<file path="config.mk">
export PLATFORM = sky130hd
export DESIGN_NAME = seg7_scan
export DESIGN_NICKNAME = d
export VERILOG_FILES = /design/src/rtl/seg7_pkg.sv /design/src/rtl/seg7_slot_timer.sv /design/src/rtl/seg7_scan.sv
export SDC_FILE = /design/constraint.sdc
export NUM_CORES = 1
export LEC_CHECK = 0
export CORE_ASPECT_RATIO = 2
export CORE_MARGIN = 3
export CORE_UTILIZATION = 60
export DETAILED_ROUTE_END_ITERATION = 8
export HOLD_SLACK_MARGIN = 0.1
export PLACE_DENSITY = 0.9
export SYNTH_ARGS = -nofsm -noshare
export SYNTH_HDL_FRONTEND = slang
export SYNTH_SLANG_ARGS = --single-unit
</file>
<file path="constraint.sdc">
create_clock -name clk -period 4.39 [get_ports clk]
set_input_delay 0.878 -clock clk [delete_from_list [all_inputs] [get_ports clk]]
set_output_delay 0.878 -clock clk [all_outputs]
set_load 0.005 [all_outputs]
</file>
<file path="src/rtl/seg7_pkg.sv">
// Shared definitions for the seg7 scan driver: FSM state encoding and
// default parameter values.
package seg7_pkg;

   typedef enum logic {
      ST_SHOW  = 1'b0,
      ST_BLANK = 1'b1
   } seg7_state_e;

   localparam int unsigned DEF_DIGITS       = 4;
   localparam int unsigned DEF_REFRESH_DIV  = 12000;
   localparam int unsigned DEF_BLANK_CYCLES = 120;

endpackage

</file>
<file path="src/rtl/seg7_slot_timer.sv">
// Loadable down-counter with a terminal-count flag; times both the lit
// (SHOW) and dark (BLANK) slots of the scan driver.
module seg7_slot_timer #(
   parameter int unsigned            CNT_W   = 8,
   parameter logic [CNT_W-1:0]       RST_VAL = '0
) (
   input  logic             i_clk,
   input  logic             i_rst_n,
   input  logic             i_load,
   input  logic [CNT_W-1:0] i_load_val,
   output logic             o_tc
);

   logic [CNT_W-1:0] r_cnt;

   // Reload on request, otherwise count down and park at zero.
   // The reset value is the first slot's length minus one, so the slot that
   // follows reset is as long as any other slot of the same kind.
   always_ff @(posedge i_clk or negedge i_rst_n) begin
      if (!i_rst_n) begin
         r_cnt <= RST_VAL;
      end else if (i_load) begin
         r_cnt <= i_load_val;
      end else if (r_cnt != '0) begin
         r_cnt <= r_cnt - CNT_W'(1);
      end
   end

   assign o_tc = (r_cnt == '0);

endmodule

</file>
<file path="src/rtl/seg7_scan.sv">
// Multiplexed scan driver for a common-cathode 7-segment display.
// Holds a tear-free display word, accepts new words over a valid/ready
// handshake into a pending register, and commits at the start of each frame.
// Optional feature macro: SEG7_LEADING_ZERO_BLANK_EN (suppress leading zeros).
module seg7_scan
   import seg7_pkg::*;
#(
   parameter int unsigned DIGITS       = DEF_DIGITS,
   parameter int unsigned REFRESH_DIV  = DEF_REFRESH_DIV,
   parameter int unsigned BLANK_CYCLES = DEF_BLANK_CYCLES
) (
   input  logic                  clk,
   input  logic                  rst_n,
   input  logic                  load_valid,
   output logic                  load_ready,
   input  logic [4*DIGITS-1:0]   load_data,
   input  logic [DIGITS-1:0]     load_dp,
   output logic [3:0]            nib,
   output logic                  dp,
   output logic                  blank,
   output logic [DIGITS-1:0]     dig_n
);

   localparam int unsigned MAX_DUR = (REFRESH_DIV > BLANK_CYCLES) ? REFRESH_DIV : BLANK_CYCLES;
   localparam int unsigned CNT_W   = $clog2(MAX_DUR);
   localparam int unsigned IDX_W   = $clog2(DIGITS);

   localparam logic [CNT_W-1:0] LD_SHOW  = CNT_W'(REFRESH_DIV - 1);
   localparam logic [CNT_W-1:0] LD_BLANK = CNT_W'(BLANK_CYCLES - 1);
   localparam logic [IDX_W-1:0] IDX_LAST = IDX_W'(DIGITS - 1);

   seg7_state_e             r_state;
   seg7_state_e             w_state_nxt;
   logic [IDX_W-1:0]        r_idx;
   logic [IDX_W-1:0]        w_idx_nxt;

   logic [4*DIGITS-1:0]     r_disp_data;
   logic [DIGITS-1:0]       r_disp_dp;
   logic [4*DIGITS-1:0]     r_pend_data;
   logic [DIGITS-1:0]       r_pend_dp;
   logic                    r_pend_v;

   logic [3:0]              r_nib;
   logic                    r_dp;
   logic                    r_blank;
   logic [DIGITS-1:0]       r_dig_n;

   logic                    w_tc;
   logic                    w_tmr_load;
   logic [CNT_W-1:0]        w_tmr_val;
   logic                    w_accept;
   logic                    w_commit;
   logic [4*DIGITS-1:0]     w_disp_data_nxt;
   logic [DIGITS-1:0]       w_disp_dp_nxt;
   logic [3:0]              w_show_nib;
   logic                    w_show_dp;
   logic                    w_suppress;
   logic [3:0]              w_nib_nxt;
   logic                    w_dp_nxt;
   logic                    w_blank_nxt;
   logic [DIGITS-1:0]       w_dig_n_nxt;

   seg7_slot_timer #(
      .CNT_W   (CNT_W),
      .RST_VAL (LD_BLANK)
   ) u_slot_timer (
      .i_clk      (clk),
      .i_rst_n    (rst_n),
      .i_load     (w_tmr_load),
      .i_load_val (w_tmr_val),
      .o_tc       (w_tc)
   );

   assign load_ready = ~r_pend_v;
   assign w_accept   = load_valid & ~r_pend_v;

   // Next state, next digit index and timer reload on slot expiry.
   always_comb begin
      w_state_nxt = r_state;
      w_idx_nxt   = r_idx;
      w_tmr_load  = 1'b0;
      w_tmr_val   = LD_SHOW;
      case (r_state)
         ST_SHOW: begin
            if (w_tc) begin
               w_state_nxt = ST_BLANK;
               w_tmr_load  = 1'b1;
               w_tmr_val   = LD_BLANK;
            end
         end
         ST_BLANK: begin
            if (w_tc) begin
               w_state_nxt = ST_SHOW;
               w_idx_nxt   = (r_idx == IDX_LAST) ? '0 : r_idx + IDX_W'(1);
               w_tmr_load  = 1'b1;
               w_tmr_val   = LD_SHOW;
            end
         end
         default: begin
            w_state_nxt = ST_BLANK;
         end
      endcase
   end

   // Commit only when entering digit 0, so a frame never mixes two words.
   assign w_commit        = (r_state == ST_BLANK) & w_tc & (w_idx_nxt == '0) & r_pend_v;
   assign w_disp_data_nxt = w_commit ? r_pend_data : r_disp_data;
   assign w_disp_dp_nxt   = w_commit ? r_pend_dp   : r_disp_dp;

   // Select the nibble and decimal point of the digit about to be shown,
   // using post-commit display contents.
   always_comb begin
      w_show_nib = '0;
      w_show_dp  = 1'b0;
      for (int unsigned i = 0; i < DIGITS; i++) begin
         if (w_idx_nxt == IDX_W'(i)) begin
            w_show_nib = w_disp_data_nxt[4*i +: 4];
            w_show_dp  = w_disp_dp_nxt[i];
         end
      end
   end

`ifdef SEG7_LEADING_ZERO_BLANK_EN
   logic [DIGITS-1:0] w_lz_mask;
   logic              w_zero_run;

   // Mark digits above 0 whose own and all higher nibbles/dps are zero.
   always_comb begin
      w_lz_mask  = '0;
      w_zero_run = 1'b1;
      for (int unsigned k = 0; k < DIGITS - 1; k++) begin
         w_zero_run = w_zero_run
                    & (w_disp_data_nxt[4*(DIGITS-1-k) +: 4] == 4'h0)
                    & ~w_disp_dp_nxt[DIGITS-1-k];
         w_lz_mask[DIGITS-1-k] = w_zero_run;
      end
   end

   assign w_suppress = w_lz_mask[w_idx_nxt];
`else
   assign w_suppress = 1'b0;
`endif

   // Output values for the next cycle; they only change at slot boundaries.
   always_comb begin
      w_nib_nxt   = r_nib;
      w_dp_nxt    = r_dp;
      w_blank_nxt = r_blank;
      w_dig_n_nxt = r_dig_n;
      if (r_state == ST_SHOW && w_tc) begin
         w_blank_nxt = 1'b1;
         w_dig_n_nxt = '1;
      end else if (r_state == ST_BLANK && w_tc) begin
         w_nib_nxt = w_show_nib;
         w_dp_nxt  = w_show_dp;
         if (w_suppress) begin
            w_blank_nxt = 1'b1;
            w_dig_n_nxt = '1;
         end else begin
            w_blank_nxt = 1'b0;
            w_dig_n_nxt = ~(DIGITS'(1) << w_idx_nxt);
         end
      end
   end

   // FSM state and digit index register.
   always_ff @(posedge clk or negedge rst_n) begin
      if (!rst_n) begin
         r_state <= ST_BLANK;
         r_idx   <= IDX_LAST;
      end else begin
         r_state <= w_state_nxt;
         r_idx   <= w_idx_nxt;
      end
   end

   // Pending capture on handshake and display update on frame commit.
   always_ff @(posedge clk or negedge rst_n) begin
      if (!rst_n) begin
         r_disp_data <= '0;
         r_disp_dp   <= '0;
         r_pend_data <= '0;
         r_pend_dp   <= '0;
         r_pend_v    <= 1'b0;
      end else begin
         if (w_commit) begin
            r_disp_data <= r_pend_data;
            r_disp_dp   <= r_pend_dp;
            r_pend_v    <= 1'b0;
         end
         if (w_accept) begin
            r_pend_data <= load_data;
            r_pend_dp   <= load_dp;
            r_pend_v    <= 1'b1;
         end
      end
   end

   // Registered display outputs.
   always_ff @(posedge clk or negedge rst_n) begin
      if (!rst_n) begin
         r_nib   <= '0;
         r_dp    <= 1'b0;
         r_blank <= 1'b1;
         r_dig_n <= '1;
      end else begin
         r_nib   <= w_nib_nxt;
         r_dp    <= w_dp_nxt;
         r_blank <= w_blank_nxt;
         r_dig_n <= w_dig_n_nxt;
      end
   end

   assign nib   = r_nib;
   assign dp    = r_dp;
   assign blank = r_blank;
   assign dig_n = r_dig_n;

endmodule

</file>
==> load_flow_metrics.sql <==
INSERT INTO impl_metrics (metric_group, metric, value, unit) VALUES
('status', 'outcome', 'finished, final reports clean', ''),
('layout', 'antenna_cells_inserted', '0', ''),
('logic_synthesis', 'synth.yosys.warnings', '0', ''),
('timing', 'final_max_slew_viol_count', '0', ''),
('critical_path', 'cp_num_buf_inv', '1', ''),
('layout', 'flow.area_growth_from_synthesis', '17.5', '%'),
('die', 'dieWidth', '57.5', 'um'),
('power_and_ir_drop', 'power_leakage', '1.74', 'nW'),
('place', 'place_area', '0.00354', 'mm^2'),
('logic_synthesis', 'seq_area_frac_synth', '54.0', '%'),
('clock_tree', 'clk_path_buf_depth', '2', ''),
('global_route', 'total_congestion_overflow', '0', ''),
('routing', 'total_number_of_vias', '2125', ''),
('global_route', 'vias_in_the_first_global_route', '2232', ''),
('logic_synthesis', 'synth.avg_cell_area', '12.6', 'um^2'),
('clock_tree', 'holdBufCountCts', '0', ''),
('timing', 'portion_of_the_clock_cycle_consumed_by_the_worst_path_in_the_final_layout', '75.0', '%'),
('critical_path', 'timing.critical_path.slowest_cell_delay', '0.77', 'ns'),
('logic_synthesis', 'synth_cell_type_count', '38', ''),
('critical_path', 'setup.worst_path.class', 'flop to flop', ''),
('clock_tree', 'cts_tree', 'done', ''),
('power_and_ir_drop', 'total_power', '0.00124', 'W'),
('clock_tree', 'cts.root.buffer_cell', 'clkbuf_8', ''),
('clock_tree', 'clk_latency', '0.35', 'ns'),
('critical_path', 'slowest_cell_on_the_critical_path', 'or4b_4', ''),
('logic_synthesis', 'synth_edf_count', '0', ''),
('worst_hold_path', 'min_path_type', 'flop to flop', ''),
('critical_path', 'r2r_cells', '7', ''),
('global_route', 'grt_max_degree', '36', ''),
('place', 'detailedPlacementHpwl', '4.65', 'mm'),
('logic_synthesis', 'postSynthRegisterBits', '68', ''),
('layout', 'final_common_cell', 'dfrtp_1', ''),
('critical_path', 'cp_data_required_time', '4.62', 'ns'),
('power_and_ir_drop', 'vdd_ir_drop_max', '0.380', 'mV'),
('global_route', 'groute.usage.overall', '23.1', '%'),
('critical_path', 'critical_path_maximum_fanout', '21', ''),
('routing', 'drtPass1Iterations', '5', ''),
('logic_synthesis', 'yosys_most_used_dff', 'dfrtp_1', ''),
('critical_path', 'timing.critical_path.cells', 'nor4_1 > nand2b_1 > nor3_1 > ha_1 > inv_1 > or4b_4 > mux2_4', ''),
('clock_tree', 'cts_inserted_buffers', '9', ''),
('logic_synthesis', 'synthesis.area', '0.00318', 'mm^2'),
('layout', 'count_of_nets_after_finishing', '319', ''),
('layout', 'drive_gt1_share', '25.1', '%'),
('clock_tree', 'ctsHtreeMaxLevel', '3', ''),
('routing', 'number_of_drc_markers_in_iteration_0', '126', ''),
('layout', 'n_fill_cell', '323', ''),
('critical_path', 'worst_setup_path_start_kind', 'flop', ''),
('critical_path', 'timing.critical_path.from', 'u_slot_timer.r_cnt[11]$_DFF_PN0_', ''),
('die', 'core-area', '0.00500', 'mm^2'),
('layout', 'finalCoreUtilization', '74.8', '%'),
('place', 'io_buffer_count', '33', ''),
('routing', 'finalWirelength', '6.41', 'mm'),
('flow_run', 'cap_violations', '0', ''),
('logic_synthesis', 'netlist_instances', '252', ''),
('routing', 'post_route_ant_nets', '0', ''),
('timing', 'report.final.setup_viol', '0', ''),
('global_route', 'wire_length_of_the_first_global_routing_pass', '10.6', 'mm'),
('place', 'place.gp.congestion', '0.929', ''),
('die', 'fp.dieArea', '0.00627', 'mm^2'),
('die', 'start_util', '63.7', '%'),
('die', 'io_pins', '34', ''),
('critical_path', 'timing.critical_path.arrival', '3.52', 'ns'),
('timing', 'max_freq', '304', 'MHz'),
('timing', 'report.final.hold_viol_count', '0', ''),
('routing', 'post_drt_wl_per_cell', '18.2', 'um'),
('timing', 'skew', '0.0112', 'ns'),
('critical_path', 'setup.worst_path.end_class', 'flop', ''),
('timing', 'setup_repair_after_global_routing_missed_its_margin', 'false', ''),
('critical_path', 'worstReg2RegEnd', 'r_disp_dp[3]$_DFF_PN0_', ''),
('layout', 'layout_common_cells', 'dfrtp_1 (54), clkdlybuf4s50_1 (32), mux2_2 (21)', ''),
('timing', 'final_period_minus_worst_setup_slack', '3.29', 'ns');
## worst min path at each step
stage	end	startpoint	depth (start not counted)	slack, ns
finish	u_slot_timer.r_cnt[0]$_DFF_PN1_	u_slot_timer.r_cnt[0]$_DFF_PN1_	1	0.49
global route	u_slot_timer.r_cnt[0]$_DFF_PN1_	u_slot_timer.r_cnt[0]$_DFF_PN1_	1	0.52
CTS	u_slot_timer.r_cnt[0]$_DFF_PN1_	u_slot_timer.r_cnt[0]$_DFF_PN1_	1	0.50
detailed placement	u_slot_timer.r_cnt[0]$_DFF_PN1_	u_slot_timer.r_cnt[0]$_DFF_PN1_	1	0.48
global placement	u_slot_timer.r_cnt[0]$_DFF_PN1_	u_slot_timer.r_cnt[0]$_DFF_PN1_	1	0.47
floorplan	u_slot_timer.r_cnt[0]$_DFF_PN1_	u_slot_timer.r_cnt[0]$_DFF_PN1_	1	0.45
## where the power goes
group / switching, W / internal (W)
Clock: 0.000225 / 0.000293
Sequential: 0.0000158 / 0.000651
Combinational: 0.0000193 / 0.0000351
Total: 0.000260 / 0.000980
## metal layers
metal	vias to the layer above	GRT usage [%]	share of wire (%)
li1	989	-	-
met1	1062	24.8	36
met2	57	41.0	58
met3	17	4.50	3.1
met4	0	12.8	2.8
met5	-	0	0
## cell usage after synthesis (2+ instances only)
| cell | number | area [um^2] |
|---|---|---|
| xnor2_1 | 5 | 43.8 |
| nor2b_1 | 2 | 12.5 |
| mux2_2 | 21 | 236 |
| nand2_1 | 8 | 30.0 |
| a21oi_1 | 12 | 60.1 |
| ha_1 | 6 | 75.1 |
| a21o_1 | 2 | 15.0 |
| dfstp_2 | 14 | 368 |
| mux2_4 | 20 | 300 |
| dfrtp_1 | 54 | 1350 |
| o21ai_0 | 2 | 10.0 |
| a211oi_1 | 10 | 75.1 |
| clkbuf_1 | 4 | 15.0 |
| nand3_1 | 5 | 25.0 |
| nor2_1 | 15 | 56.3 |
| nand2b_1 | 3 | 18.8 |
| or3_1 | 4 | 25.0 |
| nor4_1 | 2 | 12.5 |
| buf_6 | 3 | 33.8 |
| a211o_1 | 2 | 17.5 |
| o21bai_1 | 2 | 15.0 |
| inv_1 | 8 | 30.0 |
| mux2i_1 | 8 | 80.1 |
| o32ai_1 | 5 | 43.8 |
| xor2_1 | 5 | 43.8 |
| or4_1 | 3 | 22.5 |
| nor3_1 | 16 | 80.1 |
## flip-flops by register name, summed over array words and instances (netlist names), 2 cells and up
signal	count
dig_n	4
r_disp_dp	4
u_slot_timer.r_cnt	14
r_pend_dp	4
r_idx	2
nib	4
r_disp_data	16
r_pend_data	16
## through the flow
| step | std cells | setup WS [ns] |
|---|---|---|
| after detailed placement | 336 | 1.15 |
| after global placement | 336 | 1.30 |
| final | 352 | 1.10 |
| after floorplan | 252 | 1.57 |
| after CTS | 352 | 1.13 |
| after global routing | 352 | 0.934 |
## kinds of logic after synthesis
| kind of cell | count (synthesis) | synth area share, % |
|---|---|---|
| AO/OA/AOI/OAI | 36 | 7.66 |
| XOR/XNOR | 10 | 2.75 |
| adder cells (fa/ha/maj) | 6 | 2.36 |
| buffers and inverters | 17 | 2.71 |
| flip-flops | 68 | 54.0 |
| multiplexers | 49 | 19.4 |
| AND/OR/NAND/NOR | 66 | 11.1 |
## final cells by class
type / instances / area (um^2) / area share (%)
flip-flops and latches: 68 / 1720 / 46.0
repair buffers: 35 / 340 / 9.10
inverters: 9 / 33.8 / 0.903
well taps: 57 / 71.3 / 1.91
clock buffers: 14 / 163 / 4.35
clock inverters: 2 / 35.0 / 0.937
multi-input cells: 167 / 1380 / 36.8
Power figures use the tool's default switching activity.
==> RTL edit 1: new RTL, config.mk and constraints unchanged <==
`DEF_DIGITS`: 4 -> 8.
--- a/src/rtl/seg7_pkg.sv
+++ b/src/rtl/seg7_pkg.sv
@@ -7,7 +7,7 @@
       ST_BLANK = 1'b1
    } seg7_state_e;
 
-   localparam int unsigned DEF_DIGITS       = 4;
+   localparam int unsigned DEF_DIGITS       = 8;
    localparam int unsigned DEF_REFRESH_DIV  = 12000;
    localparam int unsigned DEF_BLANK_CYCLES = 120;
 
Ports: changed (resized dig_n, load_data and load_dp); port bits go from 34 to 58. No check against the original RTL was run, so the function may have changed too.
==> RTL edit 1 against the unedited design <==
Total power is 110% higher; worst hold slack worse by 30 ps; sequential power is 68% higher; non-clock buffer count is 27 higher; sequential cell count is 45 higher; critical path type unchanged; synthesized cell count is 80% higher; sequential share of layout area is 0.67 points lower; utilization is 3.3 points higher; area after synthesis is 58% higher; global-route usage is 4.2 points higher; routed wire length is 91% higher; design area is 68% higher; critical endpoint is now nib[3]; highest routed layer unchanged; worst setup slack worse by 740 ps.
==> RTL edit 1: results (changes against the unedited design) <==
status finished clean; Port Buffers 57 (+73%); routed vias 3816 (+80%); Mapped Nets 503 (+79%); GR Util met3 8.84% (+4.3 points); Crit-path slowest cell or3_1; Hold WC Path Type reg -> reg; total track usage 27.2% (+4.2 points); first-pass GRT wire length 19.7 mm (+86%); min Tclk post-route 4030 ps (+737 ps); initial drt markers 284 (+130%); met2 wire len 6.70 mm (+81%); clock-pin slew on the worst setup and hold paths 50 ps (-20 ps); met3 WL 624 µm (+210%); Max VDD drop 361 µV (-5.0%); Worst Path Arrival 4320 ps (+800 ps); vias in the first global route 4110 (+84%); TritonCTS Buffers 17 (+8); biggest regs r_disp_data: 32 flops, r_pend_data: 32 flops, u_slot_timer.r_cnt: 14 flops; H-tree lvl count 4 (+1); Post-synth EDFFs 0 (unchanged); detailed placement HPWL 7.84 mm (+69%); Clock Latency Late Sink 410 ps (+60 ps); pre-CTS setup slack 209 ps (-943 ps); Final nets 564 (+77%); grt total ovfl 0 (unchanged); list of most frequent post-synthesis cells 118 x nand2_1, 94 x dfrtp_1, 53 x mux2_2; ratio of cells with drive above 1 in the final layout 23.3% (-1.7 points); Cell variety after synth 44 (+16%); wire length on met1 4.13 mm (+77%); Hold Slack 459 ps (-30.2 ps); largest net degree at the start of global routing 62 (+72%); worst slew pin tran 1080 ps (+297 ps); Crit path largest cell delay 420 ps (-350 ps); Routability Congestion 0.928 (-0.11%); leakage 2.98 nW (+71%); Final Skew 7.77 ps (-3.42 ps); FILL cells 455 (+41%); GR Util met1 26.6% (+1.7 points); met2 Usage GRT 47.6% (+6.6 points)
RTL edit 1: area by class of cell:
type                            count  area share [%]
Sequential cell                   113            45.3
Clock inverter                      5            1.19
Inverter                            9           0.537
Timing Repair Buffer               62            9.62
Tap cell                           96            1.91
Clock buffer                       27            8.31
Multi-Input combinational cell    311            33.1
RTL edit 1: path summary, 6_finish.rpt:
check | startpoint | end | cells after the start
max | u_slot_timer.r_cnt[10] | nib[3] | 11
min | u_slot_timer.r_cnt[0] | u_slot_timer.r_cnt[0] | 1
max reg2reg | u_slot_timer.r_cnt[10] | nib[3] | 11
min reg2reg | u_slot_timer.r_cnt[0] | u_slot_timer.r_cnt[0] | 1
max in group asynchronous | rst_n | dig_n[3] | 2
min in group asynchronous | rst_n | u_slot_timer.r_cnt[12] | 1
RTL edit 1: cell families after synthesis:
logic type                 count (synthesis)  share of synthesized area [%]
buffers and inverters                     29                           2.65
and+or+nand+nor                          182                           16.2
adders and majority gates                  7                           1.74
muxes                                     59                           13.4
DFF                                      113                           56.6
xor gates and xnor gates                  10                           1.74
AOI/OAI and AO/OA                         53                           7.72
RTL edit 1: power breakdown:
group          leakage (nW)  internal, mW  switching, mW
registers              1.44          1.09         0.0288
clock network         0.297         0.922          0.438
logic                  1.24        0.0647         0.0353
RTL edit 1: stage by stage:
stage	cell area (µm²)	instances	total power, mW	utilization (%)
6_report	6290	623	2.58	78.1
5_1_grt	6290	623	2.65	78.1
4_1_cts	6280	623	2.59	77.9
3_5_place_dp	5680	591	1.23	70.5
3_3_place_gp	5680	591	1.22	70.5
2_1_floorplan	5040	453	1.16	-
RTL edit 1: repair_timing:
| item | 4_1_cts | 5_1_grt |
|---|---|---|
| hold endpoints to repair | 0 | 0 |
| endpoints found under the setup margin | 0 | 5 |
| gates resized for setup | 0 | 3 |
==> RTL edit 2: new RTL, same settings <==
Without the edit above. Reset style: synchronous (`i_rst_n` and `rst_n`), changed in 4 clocked blocks.
--- a/src/rtl/seg7_slot_timer.sv
+++ b/src/rtl/seg7_slot_timer.sv
@@ -16,7 +16,7 @@
    // Reload on request, otherwise count down and park at zero.
    // The reset value is the first slot's length minus one, so the slot that
    // follows reset is as long as any other slot of the same kind.
-   always_ff @(posedge i_clk or negedge i_rst_n) begin
+   always_ff @(posedge i_clk) begin
       if (!i_rst_n) begin
          r_cnt <= RST_VAL;
       end else if (i_load) begin
--- a/src/rtl/seg7_scan.sv
+++ b/src/rtl/seg7_scan.sv
@@ -164,7 +164,7 @@
    end
 
    // FSM state and digit index register.
-   always_ff @(posedge clk or negedge rst_n) begin
+   always_ff @(posedge clk) begin
       if (!rst_n) begin
          r_state <= ST_BLANK;
          r_idx   <= IDX_LAST;
@@ -175,7 +175,7 @@
    end
 
    // Pending capture on handshake and display update on frame commit.
-   always_ff @(posedge clk or negedge rst_n) begin
+   always_ff @(posedge clk) begin
       if (!rst_n) begin
          r_disp_data <= '0;
          r_disp_dp   <= '0;
@@ -197,7 +197,7 @@
    end
 
    // Registered display outputs.
-   always_ff @(posedge clk or negedge rst_n) begin
+   always_ff @(posedge clk) begin
       if (!rst_n) begin
          r_nib   <= '0;
          r_dp    <= 1'b0;
Formal check against the unedited RTL: differs if rst_n is asserted again (counterexample within 4 cycles, from zero or initial values and one cycle with rst_n low); with rst_n held inactive, the same outputs for 10 cycles.
==> RTL edit 2 against the unedited design <==
Global-route usage is 0.27 points higher; area after synthesis is 11% lower; design area is 9.8% lower; total power is 4.2% lower; count of clock-buffer cells in the layout is 1 lower; sequential cell count stayed put; routed wire length is 13% lower; worst setup slack worse by 110 ps; largest power group unchanged.
==> RTL edit 2: results (changes against the unedited design) <==
status finished clean; Crit-path slowest cell or4_4; Seq/Total Area, Yosys 47.8% (-6.2 points); DP Cell Count 381 (+13%); Pre-antenna DRT Iters 4 (-1); Worst Path Arrival 3600 ps (+80 ps); Mapped Nets 336 (+20%); Cell variety after synth 35 (-7.9%); Max-slew headroom 41.5% (-6.2 points); FILL cells 316 (-2.2%); TritonCTS Buffers 9 (unchanged); wire length on met1 2.04 mm (-13%); first-pass GRT wire length 9.47 mm (-11%); detailed placement HPWL 4.10 mm (-12%); met2 wire len 3.05 mm (-18%); number of diodes 0 (unchanged); fraction of registers with async set/reset 0% (-100 points); list of most frequent post-synthesis cells 68 x dfxtp_1, 60 x nand2_1, 26 x mux2i_1; Clock Latency Late Sink 330 ps (-20 ps); Mapped Cells 307 (+22%); ratio of cells with drive above 1 in the final layout 7.02% (-18 points); initial drt markers 25 (-80%); vias in the first global route 2186 (-2.1%); period utilization 77.5% (+2.4 points); Routability Congestion 0.760 (-18%); Worst Setup SP u_slot_timer.r_cnt[4]; Max VDD drop 277 µV (-27%); Finished Layout Cells 396 (+13%); leakage 1.44 nW (-18%); pre-CTS setup slack 1050 ps (-99.9 ps); Final nets 367 (+15%); Placement Cell Area 3190 µm² (-9.9%); Crit path largest cell delay 570 ps (-200 ps); Crit path depth 13 (+6); GR Util met3 5.60% (+1.1 points); mean number of vias per cell 5.46 (-9.6%); total track usage 23.3% (+0.27 points); ranking of synthesized cells by area dfxtp_1 48%, mux2i_1 9.1%, nand2_1 7.9%; met2 Usage GRT 41.2% (+0.22 points); Final Skew 9.43 ps (-1.76 ps); Reg-to-Reg End nib[3]; met3 WL 223 µm (+10%); GR Util met1 22.4% (-2.4 points); Routed wire per std cell 14.0 µm (-23%)
RTL edit 2: changes by cell type in the layout (fill, tap and decap cells not counted), moves of 14 or more:
cell	before	now
dfxtp_1	0	68
dfrtp_1	54	0
nand2_1	8	60
nor2b_1	2	24
a21boi_0	0	21
mux2_2	21	0
mux2_4	20	0
mux2i_1	8	26
o21ai_0	2	19
dfstp_2	14	0
RTL edit 2: how the worst min path moves through the flow:
stage | from | endpoint | slack [ps] | cells past startpoint
floorplan | u_slot_timer.r_cnt[0] | u_slot_timer.r_cnt[0] | 370 | 1
global placement | u_slot_timer.r_cnt[0] | u_slot_timer.r_cnt[0] | 380 | 1
detailed placement | u_slot_timer.r_cnt[0] | u_slot_timer.r_cnt[0] | 380 | 1
CTS | u_slot_timer.r_cnt[0] | u_slot_timer.r_cnt[0] | 400 | 1
global route | u_slot_timer.r_cnt[0] | u_slot_timer.r_cnt[0] | 420 | 1
finish | u_slot_timer.r_cnt[0] | u_slot_timer.r_cnt[0] | 400 | 1
RTL edit 2: power by group:
group | internal [mW] | switching [mW]
logic | 0.0341 | 0.0281
registers | 0.630 | 0.00857
clock network | 0.275 | 0.211
total | 0.939 | 0.248
RTL edit 2: kinds of logic after synthesis:
family	count (synthesis)	synth area share, %
adder cells (fa/ha/maj)	6	2.64
multiplexers	27	9.62
AO/OA/AOI/OAI	49	11.3
XOR/XNOR	11	3.38
buffers and inverters	22	3.65
AND/OR/NAND/NOR	124	21.6
flip-flops	68	47.8
RTL edit 2: final cells by class:
type                       count  area, µm²  area share [%]
clock buffer                  13        149            4.41
multi-input combinational    217       1380            41.0
clock inverter                 2       35.0            1.04
inverter                       5       18.8           0.556
timing repair buffer          37        360            10.7
tap                           54       67.6            2.00
sequential                    68       1360            40.3
